**src/rtl/udt_pkg.sv**
```systemverilog
// Shared definitions for the UDT transmit path: grant codes, scheduler FSM states
// and modular sequence-number arithmetic.
package udt_pkg;

    localparam int SEQ_W_DEFAULT = 31;

    localparam logic [1:0] GNT_NONE   = 2'd0;
    localparam logic [1:0] GNT_CTRL   = 2'd1;
    localparam logic [1:0] GNT_REXMIT = 2'd2;
    localparam logic [1:0] GNT_DATA   = 2'd3;

    typedef enum logic [1:0] {
        ST_IDLE   = 2'd0,
        ST_CTRL   = 2'd1,
        ST_REXMIT = 2'd2,
        ST_DATA   = 2'd3
    } udt_state_e;

    // Distance from b forward to a on the sequence circle.
    function automatic logic [SEQ_W_DEFAULT-1:0] seq_diff(
        input logic [SEQ_W_DEFAULT-1:0] a,
        input logic [SEQ_W_DEFAULT-1:0] b
    );
        return a - b;
    endfunction

endpackage

```
**src/rtl/udt_pace_timer.sv**
```systemverilog
// Inter-packet pacing timer: loaded at the start of a paced packet, counts down
// to zero and saturates; zero means the next paced packet may be granted.
module udt_pace_timer #(
    parameter int PERIOD_W = 32
) (
    input  logic                clk,
    input  logic                rst,
    input  logic                load,
    input  logic [PERIOD_W-1:0] period,
    output logic                zero
);

    logic [PERIOD_W-1:0] cnt_r;
    logic [PERIOD_W-1:0] load_val_s;

    // The first beat and the arbitration cycle are part of the period, so they
    // are taken off the load value; this keeps packet starts exactly period apart.
    always_comb begin
        if (period > PERIOD_W'(2)) begin
            load_val_s = period - PERIOD_W'(2);
        end else begin
            load_val_s = {PERIOD_W{1'b0}};
        end
    end

    // Countdown register, saturating at zero.
    always_ff @(posedge clk) begin
        if (rst) begin
            cnt_r <= {PERIOD_W{1'b0}};
        end else if (load) begin
            cnt_r <= load_val_s;
        end else if (cnt_r != {PERIOD_W{1'b0}}) begin
            cnt_r <= cnt_r - PERIOD_W'(1);
        end else begin
            cnt_r <= cnt_r;
        end
    end

    assign zero = (cnt_r == {PERIOD_W{1'b0}});

endmodule

```
**src/rtl/udt_tx_scheduler.sv**
```systemverilog
// UDT transmit scheduler: ctrl > rexmit > data packet arbitration with pacing,
// flow window and data sequence numbering. Optional counters: UDT_TX_SCHED_STATS_EN.
module udt_tx_scheduler
    import udt_pkg::*;
#(
    parameter int DATA_W   = 64,
    parameter int KEEP_W   = 8,
    parameter int SEQ_W    = SEQ_W_DEFAULT,
    parameter int PERIOD_W = 32,
    parameter int WIN_W    = 16
) (
    input  logic                clk,
    input  logic                rst,
    input  logic                cfg_enable,
    input  logic [PERIOD_W-1:0] cfg_period,
    input  logic [WIN_W-1:0]    cfg_flow_win,
    input  logic                ack_valid,
    input  logic [SEQ_W-1:0]    ack_seq,
    input  logic                ctrl_s_axis_tvalid,
    output logic                ctrl_s_axis_tready,
    input  logic [DATA_W-1:0]   ctrl_s_axis_tdata,
    input  logic [KEEP_W-1:0]   ctrl_s_axis_tkeep,
    input  logic                ctrl_s_axis_tlast,
    input  logic                rexmit_s_axis_tvalid,
    output logic                rexmit_s_axis_tready,
    input  logic [DATA_W-1:0]   rexmit_s_axis_tdata,
    input  logic [KEEP_W-1:0]   rexmit_s_axis_tkeep,
    input  logic                rexmit_s_axis_tlast,
    input  logic                data_s_axis_tvalid,
    output logic                data_s_axis_tready,
    input  logic [DATA_W-1:0]   data_s_axis_tdata,
    input  logic [KEEP_W-1:0]   data_s_axis_tkeep,
    input  logic                data_s_axis_tlast,
    output logic                m_axis_tvalid,
    input  logic                m_axis_tready,
    output logic [DATA_W-1:0]   m_axis_tdata,
    output logic [KEEP_W-1:0]   m_axis_tkeep,
    output logic                m_axis_tlast,
    output logic [SEQ_W-1:0]    tx_seq,
    output logic                tx_seq_valid,
    output logic [1:0]          grant
`ifdef UDT_TX_SCHED_STATS_EN
    ,
    output logic [31:0]         stat_ctrl_pkts,
    output logic [31:0]         stat_rexmit_pkts,
    output logic [31:0]         stat_data_pkts,
    output logic [31:0]         stat_win_stall_cycles
`endif
);

    localparam int CMP_W = (SEQ_W > WIN_W) ? SEQ_W : WIN_W;

    udt_state_e       state_r;
    logic [1:0]       grant_r;
    logic             seq_valid_r;
    logic             first_r;
    logic [SEQ_W-1:0] next_seq_r;
    logic [SEQ_W-1:0] ack_seq_r;
    logic [SEQ_W-1:0] inflight_s;
    logic             win_ok_s;
    logic             pace_zero_s;
    logic             pace_load_s;
    logic             beat_s;
    logic             last_beat_s;

    assign beat_s      = m_axis_tvalid && m_axis_tready;
    assign last_beat_s = beat_s && m_axis_tlast;
    assign inflight_s  = seq_diff(next_seq_r, ack_seq_r);
    assign win_ok_s    = (CMP_W'(inflight_s) < CMP_W'(cfg_flow_win));
    assign pace_load_s = beat_s && first_r &&
                         ((state_r == ST_REXMIT) || (state_r == ST_DATA));

    udt_pace_timer #(
        .PERIOD_W (PERIOD_W)
    ) u_pace (
        .clk    (clk),
        .rst    (rst),
        .load   (pace_load_s),
        .period (cfg_period),
        .zero   (pace_zero_s)
    );

    // Arbitration FSM; grant and tx_seq_valid are registered alongside the state.
    always_ff @(posedge clk) begin
        if (rst) begin
            state_r     <= ST_IDLE;
            grant_r     <= GNT_NONE;
            seq_valid_r <= 1'b0;
            first_r     <= 1'b0;
        end else begin
            case (state_r)
                ST_IDLE: begin
                    if (cfg_enable && ctrl_s_axis_tvalid) begin
                        state_r     <= ST_CTRL;
                        grant_r     <= GNT_CTRL;
                        seq_valid_r <= 1'b0;
                        first_r     <= 1'b1;
                    end else if (cfg_enable && rexmit_s_axis_tvalid && pace_zero_s) begin
                        state_r     <= ST_REXMIT;
                        grant_r     <= GNT_REXMIT;
                        seq_valid_r <= 1'b0;
                        first_r     <= 1'b1;
                    end else if (cfg_enable && data_s_axis_tvalid && pace_zero_s && win_ok_s) begin
                        state_r     <= ST_DATA;
                        grant_r     <= GNT_DATA;
                        seq_valid_r <= 1'b1;
                        first_r     <= 1'b1;
                    end else begin
                        state_r     <= ST_IDLE;
                        grant_r     <= GNT_NONE;
                        seq_valid_r <= 1'b0;
                        first_r     <= 1'b0;
                    end
                end
                ST_CTRL, ST_REXMIT, ST_DATA: begin
                    if (last_beat_s) begin
                        state_r     <= ST_IDLE;
                        grant_r     <= GNT_NONE;
                        seq_valid_r <= 1'b0;
                        first_r     <= 1'b0;
                    end else if (beat_s) begin
                        first_r     <= 1'b0;
                    end else begin
                        first_r     <= first_r;
                    end
                end
                default: begin
                    state_r     <= ST_IDLE;
                    grant_r     <= GNT_NONE;
                    seq_valid_r <= 1'b0;
                    first_r     <= 1'b0;
                end
            endcase
        end
    end

    // Sequence allocation and peer acknowledgement tracking; both may update together.
    always_ff @(posedge clk) begin
        if (rst) begin
            next_seq_r <= {SEQ_W{1'b0}};
            ack_seq_r  <= {SEQ_W{1'b0}};
        end else begin
            if (last_beat_s && (state_r == ST_DATA)) begin
                next_seq_r <= next_seq_r + SEQ_W'(1);
            end else begin
                next_seq_r <= next_seq_r;
            end
            if (ack_valid) begin
                ack_seq_r <= ack_seq;
            end else begin
                ack_seq_r <= ack_seq_r;
            end
        end
    end

    // Combinational output path from the locked source; no buffering.
    always_comb begin
        m_axis_tvalid        = 1'b0;
        m_axis_tdata         = {DATA_W{1'b0}};
        m_axis_tkeep         = {KEEP_W{1'b0}};
        m_axis_tlast         = 1'b0;
        ctrl_s_axis_tready   = 1'b0;
        rexmit_s_axis_tready = 1'b0;
        data_s_axis_tready   = 1'b0;
        case (state_r)
            ST_CTRL: begin
                m_axis_tvalid      = ctrl_s_axis_tvalid;
                m_axis_tdata       = ctrl_s_axis_tdata;
                m_axis_tkeep       = ctrl_s_axis_tkeep;
                m_axis_tlast       = ctrl_s_axis_tlast;
                ctrl_s_axis_tready = m_axis_tready;
            end
            ST_REXMIT: begin
                m_axis_tvalid        = rexmit_s_axis_tvalid;
                m_axis_tdata         = rexmit_s_axis_tdata;
                m_axis_tkeep         = rexmit_s_axis_tkeep;
                m_axis_tlast         = rexmit_s_axis_tlast;
                rexmit_s_axis_tready = m_axis_tready;
            end
            ST_DATA: begin
                m_axis_tvalid      = data_s_axis_tvalid;
                m_axis_tdata       = data_s_axis_tdata;
                m_axis_tkeep       = data_s_axis_tkeep;
                m_axis_tlast       = data_s_axis_tlast;
                data_s_axis_tready = m_axis_tready;
            end
            default: begin
                m_axis_tvalid = 1'b0;
            end
        endcase
    end

    assign tx_seq       = next_seq_r;
    assign tx_seq_valid = seq_valid_r;
    assign grant        = grant_r;

`ifdef UDT_TX_SCHED_STATS_EN
    logic [31:0] stat_ctrl_r;
    logic [31:0] stat_rexmit_r;
    logic [31:0] stat_data_r;
    logic [31:0] stat_stall_r;

    // Wrapping packet and window-stall counters.
    always_ff @(posedge clk) begin
        if (rst) begin
            stat_ctrl_r   <= 32'd0;
            stat_rexmit_r <= 32'd0;
            stat_data_r   <= 32'd0;
            stat_stall_r  <= 32'd0;
        end else begin
            if (last_beat_s && (state_r == ST_CTRL)) begin
                stat_ctrl_r <= stat_ctrl_r + 32'd1;
            end else begin
                stat_ctrl_r <= stat_ctrl_r;
            end
            if (last_beat_s && (state_r == ST_REXMIT)) begin
                stat_rexmit_r <= stat_rexmit_r + 32'd1;
            end else begin
                stat_rexmit_r <= stat_rexmit_r;
            end
            if (last_beat_s && (state_r == ST_DATA)) begin
                stat_data_r <= stat_data_r + 32'd1;
            end else begin
                stat_data_r <= stat_data_r;
            end
            if ((state_r == ST_IDLE) && data_s_axis_tvalid && pace_zero_s && !win_ok_s) begin
                stat_stall_r <= stat_stall_r + 32'd1;
            end else begin
                stat_stall_r <= stat_stall_r;
            end
        end
    end

    assign stat_ctrl_pkts        = stat_ctrl_r;
    assign stat_rexmit_pkts      = stat_rexmit_r;
    assign stat_data_pkts        = stat_data_r;
    assign stat_win_stall_cycles = stat_stall_r;
`endif

endmodule
```
**config.mk**
```make
export PLATFORM = sky130hd
export DESIGN_NAME = udt_tx_scheduler
export DESIGN_NICKNAME = d
export VERILOG_FILES = /design/src/rtl/udt_pkg.sv /design/src/rtl/udt_pace_timer.sv /design/src/rtl/udt_tx_scheduler.sv
export SDC_FILE = /design/constraint.sdc
export NUM_CORES = 1
export LEC_CHECK = 0
export ABC_AREA = 1
export CORE_UTILIZATION = 41
export CTS_CLUSTER_DIAMETER = 40
export DETAILED_ROUTE_END_ITERATION = 10
export GPL_TIMING_DRIVEN = 0
export PLACE_DENSITY_LB_ADDON = 0.12
export REMOVE_ABC_BUFFERS = 1
export SYNTH_ARGS = -nofsm -noshare
export SYNTH_HDL_FRONTEND = slang
export SYNTH_HIERARCHICAL = 1
export SYNTH_SLANG_ARGS = --single-unit
```
**constraint.sdc**
```tcl
create_clock -name clk -period 2.6 [get_ports clk]
set_input_delay 0.78 -clock clk [delete_from_list [all_inputs] [get_ports clk]]
set_output_delay 0.78 -clock clk [all_outputs]
set_load 0.005 [all_outputs]
```
==> results.json, run 1 <==
{
  "fill_cells": 2314,
  "nNetsFinal": 2635,
  "min_path_type": "reg2reg",
  "ys.flop_type": "dfxtp_1",
  "post-place-ws_ps": -1518,
  "synth_edf_count": 0,
  "final_util_pct": 64.79,
  "ys_types": 51,
  "rsz0062_at_grt": "yes",
  "placedCellCount": 2560,
  "synth_seq_cells": 98,
  "cts_root_buffer": "clkbuf_16",
  "dpl_cell_area_um2": 14720,
  "endpoint_kind": "primary output",
  "clk_latency_ps": 370,
  "grt_overflow": 0,
  "antenna_found_initial": 10,
  "fin_ws_ps": -469.8,
  "finalClockSkew_ps": 11.12,
  "synth_top_area_share_pct": 24.33,
  "hpwl_um": 40700,
  "dieWidth_um": 160.7,
  "drt_iter0_markers": 1293,
  "drv_cap": 0,
  "cts_tree": "yes",
  "path_max_fanout": 3,
  "vias_per_cell": 5.274,
  "grt_max_degree": 61,
  "slew_headroom_pct": 38.66,
  "core-area_um2": 24530,
  "period_needed_ps": 3070,
  "drt-pass1-iter-count": 8,
  "worst_path_max_delay_cell": "clkdlybuf4s50_1",
  "p_leak_nw": 7.294,
  "ys_warn_count": 6,
  "wire_per_inst_um": 19.61,
  "yosysSeqAreaShare_pct": 19.01,
  "finalHoldViolations": 0,
  "areaGrowthSynthToFinish_pct": 54.02,
  "vdd_drop_max_mv": 0.3794,
  "grt_pass1_vias": 12546,
  "drcViolationCount": 0,
  "synthTopCellsByArea": "nand2_1, dfxtp_1, inv_1",
  "synth.avg_cell_area_um2": 5.539,
  "crit_arrival_ps": 2290,
  "yosys.area.top_type": "nand2_1",
  "grt_pass1_wl_um": 73920,
  "outcome": "finished with violations",
  "hold_ws_ps": 461.0,
  "cts.sinks": 98,
  "crit_type": "in2out",
  "num_vias": 13808,
  "finalSetupViolCount": 85,
  "worstPathRequired_ps": 1820,
  "cts_max_path_buffers": 2,
  "crit_top_cell": "clkdlybuf4s50_1",
  "violations": "negative setup slack",
  "cp_cell_sequence": "clkdlybuf4s50_1, inv_1, nor3_2, clkdlybuf4s50_1",
  "instances_no_fill": 2618,
  "postSynthCellCount": 1863,
  "critPathLaunchType": "input pin",
  "initial_core_util_pct": 42.06,
  "cts.hold.buffers_added": 0,
  "rows": 57,
  "clock.fmax_ghz": 0.3258,
  "slowest_delay_ps": 590,
  "clk_pin_slew_ps": 70,
  "gp_congestion": 0.9813,
  "die_y_um": 160.7,
  "routed_wl_um": 51340,
  "final.period_utilization_pct": 118.1,
  "tightestPinTransition_ps": 918.8,
  "h-tree-depth": 3,
  "numCtsBuffers": 9,
  "powerDensity_nw_per_um2": 504.2,
  "async_reset_ff_share_pct": 0,
  "detail-route-antenna-nets": 0,
  "grt_use_total_pct": 37.74,
  "postLayoutCellArea_um2": 15900,
  "dieArea_um2": 25810,
  "layout-drive-gt1-share_pct": 9.501,
  "io_buffer_count": 416,
  "maxSlewViolCount": 0,
  "ios": 417,
  "netlist_area_um2": 10320
}
[area by class of cell]
| type | count | area (um2) | area share [%] |
|---|---|---|---|
| inverter | 266 | 1045 | 6.573 |
| timing repair buffer | 444 | 4399 | 27.68 |
| timing repair inverter | 5 | 73.82 | 0.4644 |
| clock buffer | 9 | 225.2 | 1.417 |
| tap | 324 | 405.4 | 2.550 |
| antenna | 10 | 25.02 | 0.1574 |
| clock inverter | 7 | 78.83 | 0.4959 |
| sequential | 98 | 2009 | 12.64 |
| multi-input combinational | 1455 | 7634 | 48.02 |
[placed cells by master, fill, tap and decap left out, types with 6 or more instances in the layout]
cell type and n:
nand2_2 18, dfxtp_1 80, o21ai_0 67, inv_1 247, nand3b_1 7, a21oi_1 91
buf_4 22, nor3_1 18, nor2_4 14, dlymetal6s2s_1 8, nand3_1 147, diode_2 10
ha_1 34, o21ai_1 12, dfxtp_2 8, xor2_1 34, nand2_4 10, dfxtp_4 10
a31oi_1 10, nor2_1 197, xnor2_1 9, nand4_1 23, nor2_2 22, clkbuf_16 10
ha_4 14, clkbuf_2 9, nand3_4 6, clkdlybuf4s50_1 395, nand2_1 656, inv_2 12
[final timing paths]
check | from | end | slack [ps] | depth (start not counted)
max | m_axis_tready | rexmit_s_axis_tready | -470 | 4
min | ack_seq_r[17] | ack_seq_r[17] | 460 | 2
max reg2reg | grant[0] | tx_seq[19] | -370 | 15
min reg2reg | ack_seq_r[17] | ack_seq_r[17] | 460 | 2
[cell usage after synthesis, types with 2 or more instances]
| cell type | count |
|---|---|
| inv_1 | 255 |
| nor2_4 | 10 |
| inv_2 | 10 |
| xnor2_1 | 9 |
| nor3_1 | 21 |
| nand2_2 | 11 |
| o21ai_0 | 71 |
| ha_1 | 49 |
| and3_1 | 2 |
| a21boi_0 | 2 |
| dfxtp_1 | 98 |
| nand3_1 | 150 |
| and2_1 | 6 |
| xor2_1 | 37 |
| nand3b_1 | 7 |
| buf_2 | 2 |
| nor3_2 | 5 |
| buf_6 | 4 |
| a211oi_1 | 4 |
| nor2_1 | 202 |
| nor3b_1 | 3 |
| o21bai_1 | 5 |
| nand2_4 | 5 |
| nor4_1 | 5 |
| nand3_2 | 3 |
| nor2_2 | 20 |
| a21oi_1 | 97 |
| nand4_1 | 23 |
| o21ai_1 | 9 |
| nor4_2 | 2 |
| buf_1 | 3 |
| a31oi_1 | 10 |
| nand2_1 | 669 |
| nand4_2 | 3 |
| clkbuf_1 | 35 |
[layer usage]
layer	part of all wire (%)	routed length (um)	vias up	GRT usage (%)
met1	42	21320	6283	50.41
met2	44	22460	705	60.13
met5	0.045	23	-	0
met4	3.6	1844	4	11.52
met3	11	5697	104	8.549
li1	-	-	6712	-
[state kept, by name, indices dropped and copies added (netlist names)]
signal and count:
ack_seq_r 31, first_r 1, u_pace/cnt_r 32, tx_seq 31
grant 2, tx_seq_valid 1
[logic make-up after synthesis]
| logic type | Yosys count | synth area share [%] |
|---|---|---|
| AOI/OAI and AO/OA | 203 | 10.45 |
| and+or+nand+nor | 1155 | 48.81 |
| xor gates and xnor gates | 46 | 3.904 |
| adders and majority gates | 50 | 6.135 |
| DFF | 98 | 19.01 |
| buffers and inverters | 311 | 11.69 |
[report_power, final]
part | switching (W) | internal [W] | total, W
sequential | 0.000257 | 0.00174 | 0.00200
clock | 0.000732 | 0.000692 | 0.00142
combinational | 0.00278 | 0.00181 | 0.00459
total | 0.00377 | 0.00424 | 0.00801
[through the flow]
step | power [W] | TNS (ps)
2_1_floorplan | 0.004840 | -216010
3_3_place_gp | 0.006279 | -567950
3_5_place_dp | 0.006339 | -120770
4_1_cts | 0.007826 | -32120
5_1_grt | 0.008550 | -24310
6_report | 0.008014 | -17820
[worst max-delay path, delay by kind of cell]
kind | cells | cell delay, ps
and+or+nand+nor | 1 | 280
buffers and inverters | 3 | 1230
[repair_timing]
action | CTS | global route
gates resized for setup | 89 | 93
cloned | 4 | 3
pin swaps | 21 | 28
endpoints found under the setup margin | 144 | 134
setup buffers | 11 | 15
Note: power is estimated with default switching activity, not from simulation.
==> run 2: changes to the inputs <==
--- a/config.mk
+++ b/config.mk
@@ -12,6 +12,7 @@
 export GPL_TIMING_DRIVEN = 0
 export PLACE_DENSITY_LB_ADDON = 0.12
 export REMOVE_ABC_BUFFERS = 1
+export SETUP_SLACK_MARGIN = 0.3
 export SYNTH_ARGS = -nofsm -noshare
 export SYNTH_HDL_FRONTEND = slang
 export SYNTH_HIERARCHICAL = 1
==> results.json, run 2 (synthesized netlist as in run 1, its figures left out) <==
{
  "crit_start": "tx_seq[0]",
  "grt_pass1_wl_um": 73860,
  "grt_use_met1_pct": 50.03,
  "grt_use_met2_pct": 59.03,
  "cts_root_buffer": "clkbuf_16",
  "core-area_um2": 24530,
  "clk_latency_ps": 370,
  "finalSetupViolCount": 75,
  "cts_max_path_buffers": 2,
  "critPathLaunchType": "register",
  "slew_headroom_pct": 32.50,
  "path_max_fanout": 3,
  "gp_congestion": 0.9813,
  "slowest_delay_ps": 370,
  "largest-register": "u_pace/cnt_r",
  "dieArea_um2": 25810,
  "crit_top_cell": "nand2_1",
  "hpwl_um": 40700,
  "io_buffer_count": 416,
  "drv_cap": 0,
  "fin_ws_ps": -454.0,
  "routed_wl_um": 58270,
  "final.period_utilization_pct": 117.5,
  "worst_path_max_delay_cell": "dfxtp_4",
  "postLayoutCellArea_um2": 17820,
  "worstPathRequired_ps": 2870,
  "grt_overflow": 0,
  "numCtsBuffers": 9,
  "reg2reg_slack_ps": -450,
  "layout_commonest_cell": "nand2_1",
  "crit_type": "reg2reg",
  "dieWidth_um": 160.7,
  "crit_arrival_ps": 3330,
  "h-tree-depth": 3,
  "grt-busiest-layer": "met2",
  "wire_per_inst_um": 21.49,
  "grtUsageMet3_pct": 9.401,
  "final_util_pct": 72.63,
  "nNetsFinal": 2721,
  "regToRegStartpoint": "tx_seq[0]",
  "drt_iter0_markers": 1796,
  "p_total_w": 0.008930,
  "dpl_cell_area_um2": 14720,
  "ios": 417,
  "cp.buffers_inverters": 2,
  "rsz0062_at_grt": "yes",
  "finalHoldViolations": 0,
  "cts.sinks": 98,
  "outcome": "finished with violations",
  "vdd_drop_max_mv": 0.3998,
  "largest_reg_flops": 32,
  "vias_per_cell": 5.534,
  "min_path_type": "reg2reg",
  "cp.depth": 20,
  "die_y_um": 160.7,
  "drt-pass1-iter-count": 6,
  "rows": 57,
  "clock.fmax_ghz": 0.3274,
  "final_cell_mix": "nand2_1, clkdlybuf4s50_1, inv_1, nor2_1, nand3_1",
  "powerDensity_nw_per_um2": 501.2,
  "drcViolationCount": 0,
  "fill_cells": 2004,
  "endpoint_kind": "register",
  "grt_use_total_pct": 37.70,
  "tightestPinTransition_ps": 1003,
  "rr_endpoint": "grant[1]",
  "initial_core_util_pct": 42.06,
  "clk_pin_slew_ps": 80,
  "grt_pass1_vias": 12571,
  "layout-drive-gt1-share_pct": 21.65,
  "detail-route-antenna-nets": 0,
  "cp_cell_sequence": "inv_4, ha_4, fa_2, inv_2, nand2_1, nand2_1, and2_4, nand2_4, nand3_4, xor2_4, ha_4, a21oi_4, o21ai_2, a21oi_1, nand2_1, nand3b_1, nand3_1, nand2_2, nand3_1, a21oi_1",
  "grt_max_degree": 61,
  "worstRegToRegCells": 20,
  "maxSlewViolCount": 0,
  "cts.hold.buffers_added": 0,
  "period_needed_ps": 3054,
  "violations": "negative setup slack",
  "crit_end": "grant[1]",
  "antenna_found_initial": 17,
  "cts_tree": "yes",
  "p_leak_nw": 8.696,
  "num_vias": 15002,
  "areaGrowthSynthToFinish_pct": 72.66,
  "cp_top_family": "simple AND/OR/NAND/NOR gates",
  "finalClockSkew_ps": 11.84
}
run 2: cell count changes in the layout (fill, tap and decap cells not counted), sizes merged:
| cell | before | now |
|---|---|---|
| buf | 30 | 150 |
| clkdlybuf4s50 | 395 | 319 |
| clkbuf | 19 | 34 |
| dlymetal6s2s | 8 | 23 |
| clkinv | 4 | 11 |
| diode | 10 | 17 |
| nand2 | 685 | 690 |
| dlygate4sd2 | 1 | 0 |
| nand4 | 26 | 27 |
run 2: timing repair:
| action | CTS | global route |
|---|---|---|
| cloned | 4 | 23 |
| gates resized for setup | 70 | 632 |
| endpoints found under the setup margin | 145 | 147 |
| pin swaps | 15 | 87 |
| buffers inserted | 10 | 81 |
run 2: how the worst min path moves through the flow:
stage | startpoint | to | slack [ps] | cells after the start
2_1_floorplan | ack_seq_r[5] | ack_seq_r[5] | 430 | 2
3_3_place_gp | ack_seq_r[19] | ack_seq_r[19] | 450 | 2
3_5_place_dp | ack_seq_r[20] | ack_seq_r[20] | 460 | 2
4_1_cts | ack_seq_r[20] | ack_seq_r[20] | 470 | 2
5_1_grt | ack_seq_r[24] | ack_seq_r[24] | 480 | 2
6_report | ack_seq_r[17] | ack_seq_r[17] | 460 | 2
run 2: metrics by stage:
step / instances / TNS, ps / setup slack, ps / hold WS, ps
2_1_floorplan: 1818 / -216010 / -2750 / 434.5
5_1_grt: 2709 / -7668 / -590.0 / 483.6
3_3_place_gp: 2558 / -567950 / -6020 / 447.0
6_report: 2711 / -5670 / -454.0 / 463.0
4_1_cts: 2590 / -38870 / -465.8 / 466.4
3_5_place_dp: 2560 / -120770 / -1518 / 455.6
run 2: area by class of cell:
cell class                 instances  area [um2]  share of cell area (%)
sequential                        98        2016                   11.31
inverter                         266        1082                   6.074
clock inverter                     7       78.83                  0.4424
antenna                           17       42.54                  0.2387
timing repair buffer             517        5261                   29.53
timing repair inverter            12       222.7                   1.250
multi-input combinational       1461        8484                   47.62
tap                              324       405.4                   2.275
clock buffer                       9       225.2                   1.264
run 2: layer usage:
layer  share of wire (%)  vias up
met2                  43      984
met4                 6.5        6
met1                  38     6871
met3                  13      242
met5               0.060        -
li1                    -     6899
run 2: where the power goes:
group / switching [W] / total (W) / internal, W
Sequential: 0.000274 / 0.00201 / 0.00174
Clock: 0.000735 / 0.00143 / 0.000692
Combinational: 0.00337 / 0.00549 / 0.00212
run 2: worst reg2reg max path, stage by stage (launching register included):
cell      delay (ps)
dfxtp_4          370
inv_4             40
ha_4             160
fa_2             350
inv_2             80
nand2_1           50
nand2_1           70
and2_4           160
nand2_4           60
nand3_4          100
xor2_4           170
ha_4             230
a21oi_4          130
o21ai_2           80
a21oi_1          120
nand2_1          120
nand3b_1         150
nand3_1          120
nand2_2          120
nand3_1           70
a21oi_1          200
